**src/rtl/tdc_pkg.sv**
```systemverilog
// tdc_pkg: types and default dimensions shared by the TDC measurement sequencer.
//   - tdc_state_e : sequencer state encoding
//   - tdc_ts_t    : timestamp {coarse, fine} at the default widths
//   - TDC_*       : default widths and timing constants for the TDC core
package tdc_pkg;

  localparam int unsigned TDC_COARSE_W     = 10;
  localparam int unsigned TDC_FINE_W       = 7;
  localparam int unsigned TDC_BINS_PER_CLK = 120;
  localparam int unsigned TDC_TIMEOUT_CYC  = 1023;

  typedef enum logic [2:0] {
    StIdle,
    StArmed,
    StWaitStop,
    StCalc,
    StDone
  } tdc_state_e;

  typedef struct packed {
    logic [TDC_COARSE_W-1:0] coarse;
    logic [TDC_FINE_W-1:0]   fine;
  } tdc_ts_t;

endpackage

```
**src/rtl/tdc_interval_calc.sv**
```systemverilog
// tdc_interval_calc: combinational start/stop interval in fine bins.
//   The coarse difference wraps modulo 2^COARSE_W. The result is clamped to 0
//   when negative and saturated to all-ones when it does not fit in RES_W bits;
//   o_clamp flags either case.
// Ports:
//   i_start_coarse, i_start_fine : start timestamp
//   i_stop_coarse,  i_stop_fine  : stop timestamp
//   o_result                     : interval in fine bins
//   o_clamp                      : result was clamped or saturated
module tdc_interval_calc #(
  parameter int unsigned COARSE_W     = tdc_pkg::TDC_COARSE_W,
  parameter int unsigned FINE_W       = tdc_pkg::TDC_FINE_W,
  parameter int unsigned BINS_PER_CLK = tdc_pkg::TDC_BINS_PER_CLK,
  parameter int unsigned RES_W        = COARSE_W + FINE_W
) (
  input  logic [COARSE_W-1:0] i_start_coarse,
  input  logic [FINE_W-1:0]   i_start_fine,
  input  logic [COARSE_W-1:0] i_stop_coarse,
  input  logic [FINE_W-1:0]   i_stop_fine,
  output logic [RES_W-1:0]    o_result,
  output logic                o_clamp
);

  // Two guard bits: one for the sign, one for overflow past RES_W.
  localparam int unsigned CALC_W = RES_W + 2;

  logic [COARSE_W-1:0] w_dc;
  logic [CALC_W-1:0]   w_r;

  always_comb begin
    // Unsigned subtraction at COARSE_W bits is the modulo wrap.
    w_dc = i_stop_coarse - i_start_coarse;
    // Two's-complement arithmetic; the MSB of w_r is the sign.
    w_r  = CALC_W'(w_dc) * CALC_W'(BINS_PER_CLK)
         + CALC_W'(i_start_fine) - CALC_W'(i_stop_fine);

    o_result = w_r[RES_W-1:0];
    o_clamp  = 1'b0;
    if (w_r[CALC_W-1]) begin
      o_result = '0;
      o_clamp  = 1'b1;
    end else if (w_r[CALC_W-2:RES_W] != '0) begin
      o_result = '1;
      o_clamp  = 1'b1;
    end
  end

endmodule

```
**src/rtl/tdc_meas_ctrl.sv**
```systemverilog
// tdc_meas_ctrl: measurement sequencer for the TDC core.
//   Arms on iArm, takes the first two timestamps after arming as start and stop,
//   computes the interval in fine bins and presents it on a valid/ready
//   handshake. A stop that does not arrive within TIMEOUT_CYC cycles ends the
//   measurement with the sticky oTimeout flag. iAbort returns to IDLE from any
//   state and takes priority over every other transition.
// Build option:
//   TDC_MEAS_AUTO_REARM_EN - when defined, an accepted result and a timeout
//   both return to ARMED instead of IDLE, so measuring continues until iAbort.
// Ports:
//   iClk, iRst                    : clock, synchronous active-low reset
//   iArm, iAbort                  : start (from IDLE) / abort (from any state)
//   iTdcValid, iTdcCoarse, iTdcFine : timestamp strobe from the TDC core
//   oArmed, oBusy                 : state indicators
//   oResValid, iResReady          : result handshake
//   oResult, oClamp               : interval in bins and its clamp qualifier
//   oTimeout                      : sticky timeout flag
module tdc_meas_ctrl
  import tdc_pkg::*;
#(
  parameter int unsigned COARSE_W     = TDC_COARSE_W,
  parameter int unsigned FINE_W       = TDC_FINE_W,
  parameter int unsigned BINS_PER_CLK = TDC_BINS_PER_CLK,
  parameter int unsigned TIMEOUT_CYC  = TDC_TIMEOUT_CYC,
  parameter int unsigned RES_W        = COARSE_W + FINE_W
) (
  input  logic                iClk,
  input  logic                iRst,
  input  logic                iArm,
  input  logic                iAbort,
  input  logic                iTdcValid,
  input  logic [COARSE_W-1:0] iTdcCoarse,
  input  logic [FINE_W-1:0]   iTdcFine,
  output logic                oArmed,
  output logic                oBusy,
  output logic                oResValid,
  input  logic                iResReady,
  output logic [RES_W-1:0]    oResult,
  output logic                oTimeout,
  output logic                oClamp
);

  localparam int unsigned CNT_W = $clog2(TIMEOUT_CYC + 1);

`ifdef TDC_MEAS_AUTO_REARM_EN
  localparam tdc_state_e END_ST = StArmed;
`else
  localparam tdc_state_e END_ST = StIdle;
`endif

  typedef struct packed {
    logic [COARSE_W-1:0] coarse;
    logic [FINE_W-1:0]   fine;
  } ts_t;

  tdc_state_e       r_state, w_next_state;
  ts_t              r_start, r_stop;
  logic [CNT_W-1:0] r_cnt;
  logic [RES_W-1:0] r_result;
  logic             r_clamp, r_timeout;

  logic             w_ld_start, w_ld_stop, w_ld_res, w_arm_acc, w_timeout;
  logic [RES_W-1:0] w_calc_result;
  logic             w_calc_clamp;

  tdc_interval_calc #(
    .COARSE_W     (COARSE_W),
    .FINE_W       (FINE_W),
    .BINS_PER_CLK (BINS_PER_CLK),
    .RES_W        (RES_W)
  ) u_calc (
    .i_start_coarse (r_start.coarse),
    .i_start_fine   (r_start.fine),
    .i_stop_coarse  (r_stop.coarse),
    .i_stop_fine    (r_stop.fine),
    .o_result       (w_calc_result),
    .o_clamp        (w_calc_clamp)
  );

  always_comb begin
    w_next_state = r_state;
    w_ld_start   = 1'b0;
    w_ld_stop    = 1'b0;
    w_ld_res     = 1'b0;
    w_arm_acc    = 1'b0;
    w_timeout    = 1'b0;
    if (iAbort) begin
      w_next_state = StIdle;
    end else begin
      unique case (r_state)
        StIdle: begin
          if (iArm) begin
            w_next_state = StArmed;
            w_arm_acc    = 1'b1;
          end
        end
        StArmed: begin
          if (iTdcValid) begin
            w_next_state = StWaitStop;
            w_ld_start   = 1'b1;
          end
        end
        StWaitStop: begin
          // A stop in the final cycle still wins over the timeout.
          if (iTdcValid) begin
            w_next_state = StCalc;
            w_ld_stop    = 1'b1;
          end else if (r_cnt == CNT_W'(TIMEOUT_CYC - 1)) begin
            w_next_state = END_ST;
            w_timeout    = 1'b1;
          end
        end
        StCalc: begin
          w_next_state = StDone;
          w_ld_res     = 1'b1;
        end
        StDone: begin
          if (iResReady) begin
            w_next_state = END_ST;
          end
        end
        default: w_next_state = StIdle;
      endcase
    end
  end

  always_ff @(posedge iClk) begin
    if (!iRst) begin
      r_state   <= StIdle;
      r_start   <= '0;
      r_stop    <= '0;
      r_cnt     <= '0;
      r_result  <= '0;
      r_clamp   <= 1'b0;
      r_timeout <= 1'b0;
    end else begin
      r_state <= w_next_state;
      if (w_ld_start) begin
        r_start <= '{coarse: iTdcCoarse, fine: iTdcFine};
        r_cnt   <= '0;
      end else if (r_state == StWaitStop) begin
        r_cnt <= r_cnt + CNT_W'(1);
      end
      if (w_ld_stop) begin
        r_stop <= '{coarse: iTdcCoarse, fine: iTdcFine};
      end
      // Result only loads in CALC, so it holds steady through backpressure.
      if (w_ld_res) begin
        r_result <= w_calc_result;
        r_clamp  <= w_calc_clamp;
      end
      if (w_arm_acc) begin
        r_timeout <= 1'b0;
      end else if (w_timeout) begin
        r_timeout <= 1'b1;
      end
    end
  end

  always_comb begin
    oArmed    = (r_state == StArmed);
    oBusy     = (r_state != StIdle);
    oResValid = (r_state == StDone);
    oResult   = r_result;
    oClamp    = r_clamp;
    oTimeout  = r_timeout;
  end

endmodule
```
**config.mk**
```make
export PLATFORM = sky130hd
export DESIGN_NAME = tdc_meas_ctrl
export DESIGN_NICKNAME = d
export VERILOG_FILES = /design/src/rtl/tdc_pkg.sv /design/src/rtl/tdc_interval_calc.sv /design/src/rtl/tdc_meas_ctrl.sv
export SDC_FILE = /design/constraint.sdc
export NUM_CORES = 1
export LEC_CHECK = 0
export ABC_AREA = 0
export CAP_MARGIN = 20
export CORE_MARGIN = 4
export CORE_UTILIZATION = 50
export DETAILED_ROUTE_END_ITERATION = 8
export DONT_BUFFER_PORTS = 1
export PLACE_DENSITY = 0.73
export SYNTH_ARGS = -nofsm -noshare
export SYNTH_HDL_FRONTEND = slang
export SYNTH_SLANG_ARGS = --single-unit
```
**constraint.sdc**
```tcl
create_clock -name iClk -period 11 [get_ports iClk]
set_input_delay 2.2 -clock iClk [delete_from_list [all_inputs] [get_ports iClk]]
set_output_delay 2.2 -clock iClk [all_outputs]
set_load 0.005 [all_outputs]
```
==> out/qor.csv <==
stage,metric,value,unit
cts,"Clk Latency, worst-skew pair",0.35,ns
place,Placement Setup Slack,4.58,ns
cells_and_area,ant diodes,0,
pwr,Tot Pwr,773,µW
logic_synthesis,mapped cell area,5180,µm²
sta,Worst Tran Pin Value,1.05,ns
logic_synthesis,cell taking the most area after synthesis,dfxtp_1,
critical_path,R2R cell count,23,
min_path,Min-Delay Endpoint,r_stop[15],
logic_synthesis,Post-synth EDFFs,0,
floorplan,core area,9950,µm²
place,HPWL after DPL,8460,µm
floorplan,Initial Util,0.521,
pwr,LEAKAGE,0.00234,µW
cts,clock slew at reported path FFs,0.09,ns
global_routing,largest net degree at the start of global routing,44,
logic_synthesis,"Avg Cell Area, Syn",8.39,µm²
sta,skew final,0.0106,ns
critical_path,CP Data Arrival Time,6.67,ns
place,Post-DP Area,5270,µm²
detailed_routing,first-pass iteration count of the detailed router,4,
cells_and_area,"commonest non-fill, non-tap cell in the layout",dfxtp_1,
detailed_routing,DR iter-0 viols,156,
sta,Final Critical Period,6.41,ns
min_path,hold depth,2,
global_routing,first-pass GRT wire length,18600,µm
logic_synthesis,Seq cells post-synth,66,
cts,CTS root buf,clkbuf_8,
floorplan,DIE AREA,12100,µm²
detailed_routing,WL/cell,14.2,µm
place,IO Port Bufs,0,
sta,Final WS setup,4.59,ns
sta,fin crit share,0.583,
cts,CTS Buffer Depth,2,
cts,CTS tree,done,
critical_path,crit path max fanout,15,
floorplan,Die Span Y,110,µm
detailed_routing,via density per instance,5.45,
sta,setup TNS,0,ns
sta,Fin. Hold Viols,0,
cts,postcts setup bufs,0,
cells_and_area,layout cell share with drive strength beyond 1,0.0789,
cells_and_area,Area Overhead vs Synth,6.25,%
detailed_routing,ANT nets after route,0,
cells_and_area,fin area,5510,µm²
logic_synthesis,Mapped Cells,618,
cells_and_area,final std cells w/o fill,754,
global_routing,initial antenna violation count,0,
cts,PostCTS Resize Cnt,0,
floorplan,IO Count,45,
floorplan,Die W,110,µm
logic_synthesis,asr flop ratio synth,0,
global_routing,vias in the first global route,4141,
detailed_routing,via count,4112,
logic_synthesis,Synth Flop Type,dfxtp_1,
logic_synthesis,yosys warns,0,
pwr,Power per Cell Area,140,nW/µm²
cells_and_area,"commonest non-fill, non-tap cells in the layout","dfxtp_1, nand2_1, inv_1, nor2_1, ha_1",
min_path,min-delay src,r_stop[15],
cts,Clock Sinks,66,
sta,RSZ-0062 raised after global routing,no,
logic_synthesis,Synth top area share,0.255,
critical_path,reg2reg start,r_start[8],
logic_synthesis,Cell variety after synth,69,
cts,hold buffers post-CTS,0,
min_path,Min-Delay Path Class,reg -> reg,
logic_synthesis,sequential area share after synthesis,0.255,
flow_run,# Max-Cap Violations,0,
floorplan,number of core rows,36,
cells_and_area,nets,696,
cts,CTS buffer count,9,
critical_path,CP Data Required Time,11.26,ns
status,outcome,completed,
logic_synthesis,Synth Net Count,698,
sta,fin. max-slew vios,0,
global_routing,GRT overflow,0,
cts,H-tree Lvls,3,
critical_path,element type at the critical path end,register,
logic_synthesis,Synth area leaders,"dfxtp_1, ha_1, fa_1, xnor2_1, nand2_1",
critical_path,worst flop-to-flop path endpoint,oResult[15],
detailed_routing,drt total wl,10700,µm
place,placed instance count,736,
detailed_routing,# DRC,0,
critical_path,Setup crit start kind,register,
sta,"Setup violations, final",0,
global_routing,gr usage total,0.190,
sta,achievable frequency,156,MHz
pwr,VDD IR max,0.0842,mV
critical_path,critical path type,reg -> reg,
critical_path,r2r setup slk,4.59,ns
place,RePlAce Congestion,0.856,
sta,Max transition margin,0.301,
-- per-layer routing --
layer / vias to the layer above / track usage / wire length (µm) / share of wire
met5: - / 0 / 0 / 0
met4: 0 / 0.0472 / 132 / 0.012
met3: 13 / 0.0440 / 482 / 0.045
met2: 57 / 0.315 / 5090 / 0.47
met1: 1931 / 0.249 / 5030 / 0.47
li1: 2111 / - / - / -
-- Yosys cell counts (13+ instances only) --
| cell type | n |
|---|---|
| xor2_1 | 16 |
| a21oi_1 | 21 |
| inv_1 | 58 |
| dfxtp_1 | 66 |
| mux2i_1 | 20 |
| a21boi_0 | 23 |
| xnor2_1 | 28 |
| nor2b_1 | 25 |
| nand3_1 | 13 |
| ha_1 | 41 |
| fa_1 | 16 |
| nand2_1 | 65 |
| nor3_1 | 18 |
| o21ai_0 | 22 |
| nor2_1 | 50 |
-- report_power, final --
| part | switching, µW | internal, µW |
|---|---|---|
| clock network | 108 | 130 |
| logic | 181 | 113 |
| registers | 1.37 | 240 |
-- cell families (layout without fill, tap and decap cells) --
kind of cell	count (synthesis)	after routing	share of synthesized area
muxes	21	21	0.0408
AOI/OAI and AO/OA	126	126	0.183
buffers and inverters	74	77	0.0587
and+or+nand+nor	230	230	0.227
adders and majority gates	57	57	0.161
DFF	66	66	0.255
xor gates and xnor gates	44	44	0.0744
-- final cells by class --
type | instances | area [µm²]
clock buffers | 9 | 124
clock inverters | 7 | 100
fillers | 904 | 4450
inverters | 58 | 218
multi-input cells | 478 | 3560
flip-flops and latches | 66 | 1320
well taps | 133 | 166
repair buffers | 3 | 20.0
-- worst max path at each step --
stage / start / to / slack (ns) / depth (start not counted)
3_3_place_gp: r_start[8] / oResult[16] / 4.75 / 23
6_report: r_start[8] / oResult[15] / 4.59 / 23
3_5_place_dp: r_start[8] / oResult[7] / 4.58 / 23
2_1_floorplan: r_start[8] / oResult[0] / 5.37 / 24
5_1_grt: r_start[8] / oResult[7] / 3.88 / 24
4_1_cts: r_start[8] / oResult[7] / 4.51 / 23
-- sequential cells by signal, summed over array words and instances, names as in the netlist --
register / flops
oTimeout: 1
r_cnt: 10
r_stop: 17
oResult: 17
r_state: 3
oClamp: 1
r_start: 17
-- stage by stage --
| stage | util | hold WS, ns |
|---|---|---|
| 3_5_place_dp | 0.529 | 0.458 |
| 6_report | 0.553 | 0.471 |
| 5_1_grt | 0.553 | 0.492 |
| 3_3_place_gp | 0.529 | 0.450 |
| 4_1_cts | 0.552 | 0.469 |
| 2_1_floorplan | - | 0.443 |
-- worst max-delay path: stages (launching register included) --
cell and delay (ns):
dfxtp_1 0.34, inv_1 0.07, ha_1 0.28, nor2b_1 0.13, o21ai_0 0.20, a21oi_1 0.12
o21ai_0 0.23, a21boi_0 0.16, o21ai_0 0.19, a21boi_0 0.16, or4_1 0.51, and3_1 0.24
fa_1 0.49, ha_1 0.31, ha_1 0.33, inv_1 0.14, o31ai_1 0.32, nor3_1 0.08
a211o_1 0.33, xnor2_1 0.49, nor3_1 0.19, o211ai_2 0.26, nand3_2 0.37, a211oi_1 0.38
Power figures use the tool's default switching activity.
